## src/rtl/seg7_pkg.sv

```systemverilog
// Seven-segment code table shared by the display encoder and the scan decoder.
// Segment bit order is {g,f,e,d,c,b,a}, active-high.
package seg7_pkg;

  typedef logic [6:0] seg_code_t;
  typedef logic [3:0] digit_t;

  localparam seg_code_t SEG_0     = 7'h3F;
  localparam seg_code_t SEG_1     = 7'h06;
  localparam seg_code_t SEG_2     = 7'h5B;
  localparam seg_code_t SEG_3     = 7'h4F;
  localparam seg_code_t SEG_4     = 7'h66;
  localparam seg_code_t SEG_5     = 7'h6D;
  localparam seg_code_t SEG_6     = 7'h7D;
  localparam seg_code_t SEG_7     = 7'h07;
  localparam seg_code_t SEG_8     = 7'h7F;
  localparam seg_code_t SEG_9     = 7'h6F;
  localparam seg_code_t SEG_BLANK = 7'h00;

  localparam digit_t DIG_BLANK = 4'hF;
  localparam digit_t DIG_ERR   = 4'hE;

  // Numbers outside 0..9 encode to a dark digit.
  function automatic seg_code_t seg7_encode(input digit_t num);
    seg_code_t code;
    case (num)
      4'd0:    code = SEG_0;
      4'd1:    code = SEG_1;
      4'd2:    code = SEG_2;
      4'd3:    code = SEG_3;
      4'd4:    code = SEG_4;
      4'd5:    code = SEG_5;
      4'd6:    code = SEG_6;
      4'd7:    code = SEG_7;
      4'd8:    code = SEG_8;
      4'd9:    code = SEG_9;
      default: code = SEG_BLANK;
    endcase
    return code;
  endfunction

  // Exact-match inverse of seg7_encode; blank is legal, anything unlisted is an error.
  function automatic digit_t seg7_decode(input seg_code_t code);
    digit_t num;
    num = DIG_ERR;
    if (code == SEG_BLANK) num = DIG_BLANK;
    for (int i = 0; i < 10; i++) begin
      if (code == seg7_encode(4'(i))) num = 4'(i);
    end
    return num;
  endfunction

endpackage

```

## src/rtl/seg_sync_filter.sv

```systemverilog
// Synchronises an asynchronous bus and emits a single capture pulse once the
// synchronised value has been stable for STABLE_CYCLES consecutive samples.
module seg_sync_filter #(
  parameter int unsigned WIDTH         = 11,
  parameter int unsigned STABLE_CYCLES = 4,
  parameter int unsigned SYNC_STAGES   = 2
) (
  input  logic             clk,
  input  logic             rst_n,
  input  logic [WIDTH-1:0] din,
  output logic [WIDTH-1:0] dout,
  output logic             cap
);

  localparam int unsigned CntW = $clog2(STABLE_CYCLES + 1);
  localparam logic [CntW-1:0] CntMax = CntW'(STABLE_CYCLES);
  localparam logic [CntW-1:0] CntCap = CntW'(STABLE_CYCLES - 1);

  localparam logic [0:0] ST_SETTLE = 1'b0;
  localparam logic [0:0] ST_HELD   = 1'b1;

  logic [SYNC_STAGES-1:0][WIDTH-1:0] sync_q;
  logic [WIDTH-1:0]                  prev_q;
  logic [CntW-1:0]                   cnt_q, cnt_d;
  logic                              same;
  logic [0:0]                        state;

  assign dout  = sync_q[SYNC_STAGES-1];
  assign same  = (dout == prev_q);
  assign state = (cnt_q == CntMax) ? ST_HELD : ST_SETTLE;

  always_comb begin
    cnt_d = cnt_q;
    if (!same) begin
      cnt_d = '0;
    end else if (state == ST_SETTLE) begin
      cnt_d = cnt_q + CntW'(1);
    end
  end

  // Fires on the last settling sample only, so one pulse per stable period.
  assign cap = same && (state == ST_SETTLE) && (cnt_q == CntCap);

  always_ff @(posedge clk or negedge rst_n) begin
    if (!rst_n) begin
      sync_q <= '0;
      prev_q <= '0;
      cnt_q  <= '0;
    end else begin
      sync_q <= {sync_q[SYNC_STAGES-2:0], din};
      prev_q <= dout;
      cnt_q  <= cnt_d;
    end
  end

endmodule

```

## src/rtl/segment_scan_decoder.sv

```systemverilog
// Receive side of the seven-segment path: filters the multiplexed bus, decodes each
// strobed digit and publishes complete frames as packed BCD.
module segment_scan_decoder
  import seg7_pkg::*;
#(
  parameter int unsigned N_DIGITS      = 4,
  parameter int unsigned STABLE_CYCLES = 4,
  parameter int unsigned SYNC_STAGES   = 2
) (
  input  logic                  clk,
  input  logic                  rst_n,
  input  logic [6:0]            seg_in,
  input  logic [N_DIGITS-1:0]   dig_in,
  output logic [4*N_DIGITS-1:0] bcd_out,
  output logic                  frame_valid,
  output logic                  code_err,
  output logic                  sel_err
);

  localparam int unsigned W = N_DIGITS + 7;

  logic [W-1:0]          s;
  logic                  cap;
  seg_code_t             cap_seg;
  logic [N_DIGITS-1:0]   cap_dig;
  digit_t                dec;
  logic                  one_hot;
  logic                  wr;

  logic [N_DIGITS-1:0][3:0] slot_q, slot_d;
  logic [N_DIGITS-1:0]      mask_q, mask_d;
  logic [4*N_DIGITS-1:0]    bcd_q, bcd_d;
  logic                     fv_q, fv_d;
  logic                     ce_q, ce_d;
  logic                     se_q, se_d;

  seg_sync_filter #(
    .WIDTH         (W),
    .STABLE_CYCLES (STABLE_CYCLES),
    .SYNC_STAGES   (SYNC_STAGES)
  ) u_filter (
    .clk   (clk),
    .rst_n (rst_n),
    .din   ({dig_in, seg_in}),
    .dout  (s),
    .cap   (cap)
  );

  assign cap_seg = s[6:0];
  assign cap_dig = s[W-1:7];
  assign one_hot = $onehot(cap_dig);
  assign dec     = seg7_decode(cap_seg);
  assign wr      = cap && one_hot;

  // A zero strobe field is the blanking interval and is silently ignored.
  assign se_d = cap && (cap_dig != '0) && !one_hot;
  assign ce_d = wr && (dec == DIG_ERR);

  always_comb begin
    slot_d = slot_q;
    mask_d = mask_q;
    bcd_d  = bcd_q;
    fv_d   = 1'b0;
    if (wr) begin
      for (int i = 0; i < int'(N_DIGITS); i++) begin
        if (cap_dig[i]) slot_d[i] = dec;
      end
      mask_d = mask_q | cap_dig;
      // Publish including the digit being written this cycle.
      if (&mask_d) begin
        bcd_d  = slot_d;
        mask_d = '0;
        fv_d   = 1'b1;
      end
    end
  end

  always_ff @(posedge clk or negedge rst_n) begin
    if (!rst_n) begin
      slot_q <= '0;
      mask_q <= '0;
      bcd_q  <= {N_DIGITS{DIG_BLANK}};
      fv_q   <= 1'b0;
      ce_q   <= 1'b0;
      se_q   <= 1'b0;
    end else begin
      slot_q <= slot_d;
      mask_q <= mask_d;
      bcd_q  <= bcd_d;
      fv_q   <= fv_d;
      ce_q   <= ce_d;
      se_q   <= se_d;
    end
  end

  assign bcd_out     = bcd_q;
  assign frame_valid = fv_q;
  assign code_err    = ce_q;
  assign sel_err     = se_q;

endmodule
```

## config.mk

```make
export PLATFORM = sky130hd
export DESIGN_NAME = segment_scan_decoder
export DESIGN_NICKNAME = d
export VERILOG_FILES = /design/src/rtl/seg7_pkg.sv /design/src/rtl/seg_sync_filter.sv /design/src/rtl/segment_scan_decoder.sv
export SDC_FILE = /design/constraint.sdc
export NUM_CORES = 1
export LEC_CHECK = 0
export ABC_CLOCK_PERIOD_IN_PS = 3100
export BUFFER_PORTS_ARGS = -buffer_cell sky130_fd_sc_hd__buf_2
export CAP_MARGIN = 20
export CORE_MARGIN = 10
export CORE_UTILIZATION = 40
export CTS_BUF_LIST = sky130_fd_sc_hd__clkbuf_4
export DETAILED_ROUTE_END_ITERATION = 16
export PLACE_DENSITY_LB_ADDON = 0.25
export SYNTH_ARGS = -nofsm -noshare
export SYNTH_HDL_FRONTEND = slang
export SYNTH_SLANG_ARGS = --single-unit
```

## constraint.sdc

```tcl
create_clock -name clk -period 3.1 [get_ports clk]
set_clock_uncertainty 0.2 [all_clocks]
set_input_delay 0.62 -clock clk [delete_from_list [all_inputs] [get_ports clk]]
set_output_delay 0.62 -clock clk [all_outputs]
set_load 0.02 [all_outputs]
```

==> qor.txt, run 1 <==
status - completed
Required @ worst endpoint - 3210 ps
share of total power in combinational logic - 7.6%
level count of the clock H-tree - 3
Starting Density - 41.35%
Max Used Layer - met4
Final setup viols - 0
Die Area - 0.01206 mm²
Static Leak - 1.705 nW
start point of the worst hold path - seg_in[5]
critical path class - register to register
Worst Hold Endpoint - u_filter.sync_q[5]
cell area after synthesis - 0.003228 mm²
root cell of the clock tree - sky130_fd_sc_hd__clkbuf_4
Clock Path Buffers - 2
fillcell total - 736
number of antenna violations at the first check in global routing - 0
post-route setup TNS - 0 ps
capture point of the worst reg-to-reg path - slot_q[11]
count of yosys warnings during synthesis - 0
number of nets produced by synthesis - 280
post-route worst setup slack - 161.3 ps
area of placed instances - 0.003508 mm²
floorplan core area - 0.007807 mm²
clk slew on worst S/H paths - 120 ps
Antenna Cells - 0
PortBufs - 31
Critical Path Fanout Max - 5
kind of path behind the tightest hold check - input port to register
detailed-placement wirelength estimate - 4214 µm
Metal-1 WL - 3128 µm
Iter 0 DRT Violations - 82
met2 WL post-DR - 2901 µm
CP Launch Point - u_filter.dout[8]
number of global-route vias before repair - 2040
Critical R2R Launch - u_filter.dout[8]
final hold slack - 100.1 ps
switching portion of total power - 25.96%
number of buffers created by CTS - 9
maximum number of pins on one net before global-route repair - 76
total power of the final layout - 1.649 mW
detailed-router iteration count before antenna repair - 4
cell accounting for the most synthesized area - sky130_fd_sc_hd__dfrtp_1
total non-filler cell area in the finished layout - 0.003732 mm²
number of failing hold endpoints at the final stage - 0
slack of the worst reg-to-reg path - 160 ps
gate count after technology mapping - 260
final worst path period share - 94.80%
crit path capture type - register
net switching power - 0.4281 mW
vertical extent of the die - 109.8 µm
sequential share of the synthesized area - 58.76%
FF+latch count, synth - 75
Yosys cell types - 40
overall die width - 109.8 µm
num rows - 32
DRC violation count after routing - 0
Setup Slack @ Placement - 150.8 ps
number of nets in the layout - 328
sequential fraction of design power - 62.0%
max_cap viols - 0
top cells by area in the synthesized netlist - sky130_fd_sc_hd__dfrtp_1, sky130_fd_sc_hd__dfstp_2, sky130_fd_sc_hd__mux2_2
internal power consumption - 1.221 mW
Min-Delay Path Depth - 1
worst path arrival time - 3050 ps
Clk Latency, worst-skew pair - 410 ps
Clock Sinks - 75
Top-Level Pins - 32
power density relative to cell area - 441.9 mW/mm²
number of vias per cell after detailed routing - 4.925
kind of launch point of the worst setup path - register
wire length of the first global-routing pass - 10410 µm
growth of design area from synthesis to finish - 15.62%
Mapped Avg Cell Area - 12.42 µm²
achievable clock frequency - 0.3403 GHz
vias after detailed routing - 2044
DRT antenna net count - 0
routability congestion estimate from global placement - 0.7491
number of hold buffers added after CTS - 0
Total Routed Length - 6443 µm
worst slew margin relative to its limit - 38.81%
GRT Resource Usage Total - 11.20%
top-area cell type share of the netlist area - 45.74%
DR WL met3 - 330 µm
number of pins exceeding their max-slew limit in the final report - 0
CTS tree - yes
global-route congestion overflow total - 0
ratio of cells with drive above 1 in the final layout - 38.02%
VDD IR-drop max - 0.2677 mV
transition time of the tightest slew-check pin - 917.8 ps
shortest period the worst path allows - 2939 ps
path depth of the worst reg2reg path - 10
wire per inst - 15.53 µm
Clk network pwr share - 30.4%
worst max-delay path, stage by stage (launching register included):
cell and delay [ps]:
sky130_fd_sc_hd__dfrtp_1 380, sky130_fd_sc_hd__inv_2 60, sky130_fd_sc_hd__fa_1 540, sky130_fd_sc_hd__inv_1 50
sky130_fd_sc_hd__ha_2 180, sky130_fd_sc_hd__ha_4 210, sky130_fd_sc_hd__nor3b_2 180, sky130_fd_sc_hd__buf_4 140
sky130_fd_sc_hd__and3_1 230, sky130_fd_sc_hd__nand3_1 300, sky130_fd_sc_hd__mux2_2 360
cell type report:
type | instances | area (µm²) | area share [%]
flip-flops and latches | 75 | 1897 | 50.82
multi-input cells | 152 | 1200 | 32.15
repair buffers | 51 | 327.8 | 8.783
well taps | 102 | 127.6 | 3.419
clock buffers | 10 | 75.07 | 2.011
inverters | 19 | 71.32 | 1.911
clock inverters | 6 | 33.78 | 0.9051
worst max-delay path by stage:
stage,slack (ps),to,cells after the start
floorplan,4,bcd_out[12],12
global placement,200,bcd_out[8],11
detailed placement,150,bcd_out[0],11
CTS,130,bcd_out[0],11
global route,-10,bcd_out[2],12
finish,160,slot_q[11],10
flip-flops by register name (all words and copies together), names as in the netlist:
signal           count
u_filter.cnt_q       3
u_filter.dout       11
mask_q               4
bcd_out             16
u_filter.sync_q     11
code_err             1
sel_err              1
u_filter.prev_q     11
frame_valid          1
slot_q              16
synthesized netlist by cell type, drive strengths merged:
master,n
a22oi,3
nor2b,1
o32a,1
nand4bb,1
xnor2,12
dfrtp,59
o21bai,1
or3,1
nor2,12
nand3b,2
o22ai,7
or4,2
nor3,4
nor3b,2
o22a,1
o32ai,1
mux2i,6
ha,6
nand3,8
and2,2
fa,1
a21oi,28
nand4b,1
dfstp,16
nand2,11
mux2,24
buf,14
o41ai,2
nand4,3
and3,1
a2111oi,1
nand2b,3
nor4,1
a31oi,1
inv,19
xor2,2
what timing repair did:
item	4_1_cts	5_1_grt
setup endpoints to repair	0	17
gates resized for setup	0	8
buffers inserted	0	12
hold endpoints to repair	0	0
logic make-up (layout without fill, tap and decap cells):
| logic type | count (synthesis) | count (layout) | synth area share [%] |
|---|---|---|---|
| xor+xnor | 14 | 14 | 3.799 |
| mux | 30 | 30 | 10.70 |
| flops | 75 | 75 | 58.76 |
| fa+ha+maj | 7 | 7 | 2.946 |
| buf+inv | 33 | 86 | 4.922 |
| compound gates | 46 | 46 | 9.845 |
| simple gates | 55 | 55 | 9.031 |
power by group through the flow:
stage	sequential, mW	clock [mW]	combinational (mW)
after floorplan	1.03	0	0.0841
after global placement	1.04	0	0.115
after detailed placement	1.04	0	0.117
after CTS	1.02	0.525	0.117
after global routing	1.03	0.570	0.143
final	1.02	0.501	0.125
metrics by stage:
| step | utilization, % | std cells |
|---|---|---|
| after floorplan | - | 260 |
| after global placement | 44.94 | 387 |
| after detailed placement | 44.94 | 387 |
| after CTS | 46.33 | 403 |
| after global routing | 47.80 | 415 |
| final | 47.80 | 415 |
metal layers:
layer / vias up / track usage (%)
li1: 997 / -
met1: 994 / 15.39
met2: 48 / 15.92
met3: 5 / 2.575
met4: 0 / 6.134
met5: - / 0
layout by cell type, fill, tap and decap left out, types with 6 or more instances in the layout:
cell type	count
sky130_fd_sc_hd__buf_2	30
sky130_fd_sc_hd__a21oi_1	28
sky130_fd_sc_hd__o22ai_1	7
sky130_fd_sc_hd__nand3_1	8
sky130_fd_sc_hd__clkbuf_4	10
sky130_fd_sc_hd__nand2_1	11
sky130_fd_sc_hd__dfstp_2	16
sky130_fd_sc_hd__inv_1	17
sky130_fd_sc_hd__mux2_2	20
sky130_fd_sc_hd__mux2i_1	6
sky130_fd_sc_hd__dfrtp_1	59
sky130_fd_sc_hd__xnor2_1	12
sky130_fd_sc_hd__buf_4	19
sky130_fd_sc_hd__nor2_1	12
No activity file was read; power rests on OpenSTA's default activity.
==> inputs of run 2 (changes only) <==
--- a/config.mk
+++ b/config.mk
@@ -11,3 +11,3 @@
 export CORE_MARGIN = 10
-export CORE_UTILIZATION = 40
+export CORE_UTILIZATION = 33
 export CTS_BUF_LIST = sky130_fd_sc_hd__clkbuf_4
@@ -15,2 +15,3 @@
 export PLACE_DENSITY_LB_ADDON = 0.25
+export RECOVER_POWER = 50
 export SYNTH_ARGS = -nofsm -noshare
--- a/constraint.sdc
+++ b/constraint.sdc
@@ -4,2 +4,2 @@
 set_output_delay 0.62 -clock clk [all_outputs]
-set_load 0.02 [all_outputs]
+set_load 0.01 [all_outputs]
==> qor.txt, run 2 (synthesized netlist as in run 1, its figures left out) <==
status - complete, but fails checks
violations in the final reports - capacitance limit, slew limit
growth of design area from synthesis to finish - 15.39%
Clk Latency, worst-skew pair - 420 ps
capturing element of the worst setup path - bcd_out[0]
Clock Sinks - 75
number of nets in the layout - 317
crit-path leading delay family - adder cells
kind of launch point of the worst setup path - register
Final setup viols - 0
maximum cell stage delay along the critical path - 540 ps
achievable clock frequency - 0.3425 GHz
number of pins exceeding their max-slew limit in the final report - 76
Required @ worst endpoint - 3250 ps
wire length of the first global-routing pass - 10690 µm
Iter 0 DRT Violations - 105
ratio of cells with drive above 1 in the final layout - 35.43%
shortest period the worst path allows - 2920 ps
most common cell after layout, fill and taps aside - sky130_fd_sc_hd__dfrtp_1
vias after detailed routing - 2020
Final Non-Filler Cells - 436
Static Leak - 1.664 nW
critical path buffer and inverter count - 3
unrepaired setup endpoints after global routing - yes
Register Area - 0.001897 mm²
start point of the worst hold path - dig_in[2]
instance count after placement with tap cells included - 419
PostCTS Resize Cnt - 0
level count of the clock H-tree - 3
Critical R2R Launch - u_filter.dout[7]
number of buffers created by CTS - 9
multi-input logic area - 0.001201 mm²
clk slew on worst S/H paths - 120 ps
global-route congestion overflow total - 0
CTS tree - yes
final hold slack - 105.2 ps
number of failing hold endpoints at the final stage - 0
kind of path behind the tightest hold check - input port to register
maximum number of pins on one net before global-route repair - 76
floorplan core area - 0.009639 mm²
max_cap viols - 1
Total Routed Length - 6399 µm
vertical extent of the die - 118.9 µm
final worst path period share - 94.19%
CP Launch Point - u_filter.dout[7]
fillcell total - 967
buffers inserted during post-CTS setup optimization - 0
CP cell instances - inv_1, fa_1, inv_1, ha_1, ha_1, nor3b_2, nand3_1, nor3_2, and2_4, buf_12, mux2_2
num rows - 36
power density relative to cell area - 483.4 mW/mm²
slack of the worst reg-to-reg path - 180 ps
wire per inst - 14.68 µm
worst slew margin relative to its limit - -19.36%
transition time of the tightest slew-check pin - 1790 ps
number of antenna violations at the first check in global routing - 1
crit path capture type - register
detailed-router iteration count before antenna repair - 4
VDD IR-drop max - 0.2165 mV
DRT antenna net count - 0
routability congestion estimate from global placement - 0.7915
Top-Level Pins - 32
total power of the final layout - 1.800 mW
Die Area - 0.01414 mm²
Clock Path Buffers - 2
end-of-flow core utilization - 38.64%
number of global-route vias before repair - 2075
worst path arrival time - 3070 ps
Min-Delay Path Depth - 1
DRC violation count after routing - 0
Critical Path Fanout Max - 18
number of vias per cell after detailed routing - 4.633
detailed-placement wirelength estimate - 4407 µm
capture point of the worst reg-to-reg path - bcd_out[0]
PortBufs - 31
Starting Density - 33.49%
most frequent cells in the layout - sky130_fd_sc_hd__dfrtp_1, sky130_fd_sc_hd__buf_2, sky130_fd_sc_hd__a21oi_1
critical path class - register to register
path depth of the worst reg2reg path - 11
number of stages on the worst setup path - 11
number of hold buffers added after CTS - 0
GRT Resource Usage Total - 9.438%
root cell of the clock tree - sky130_fd_sc_hd__clkbuf_4
highest-delay cell along the critical path - sky130_fd_sc_hd__fa_1
overall die width - 118.9 µm
[run 2: metrics by stage]
step | setup TNS (ps) | worst slack [ps] | instance area [µm²]
after floorplan | 0 | 4.097 | 3238
after global routing | -4.963 | -4.802 | 3725
after global placement | 0 | 188.1 | 3555
after detailed placement | 0 | 107.2 | 3555
after CTS | 0 | 96.85 | 3710
final | 0 | 180.1 | 3725
[run 2: final cells by class]
class	count	area share (%)
Clock inverter	6	2.150
Clock buffer	10	2.015
Multi-Input combinational cell	152	32.25
Timing Repair Buffer	40	6.214
Inverter	19	1.915
Tap cell	133	4.468
Antenna cell	1	0.06718
Sequential cell	75	50.92
[run 2: worst register-to-register path, delay by kind of cell, from the launching register on]
kind	cells	cell delay, ps
buf+inv	3	290
flops	1	360
simple gates	4	680
fa+ha+maj	3	990
mux	1	350
[run 2: metal layers]
metal / track usage (%) / share of wire [%] / vias up
met3: 2.504 / 4.9 / 7
met2: 13.53 / 45 / 50
met4: 5.267 / 1.8 / 0
met5: 0 / 0 / -
li1: - / - / 977
met1: 12.63 / 48 / 986
[run 2: worst min-delay path by stage]
stage,slack (ps),to
floorplan,120,code_err
global placement,140,u_filter.dout[8]
detailed placement,130,u_filter.dout[10]
CTS,80,u_filter.sync_q[1]
global route,70,u_filter.sync_q[5]
finish,110,u_filter.sync_q[9]
[run 2: where the power goes]
part	internal [mW]	switching (mW)	total (mW)
clock network	0.330	0.334	0.663
registers	1.00	0.0208	1.02
logic	0.0459	0.0697	0.116
total	1.38	0.424	1.80
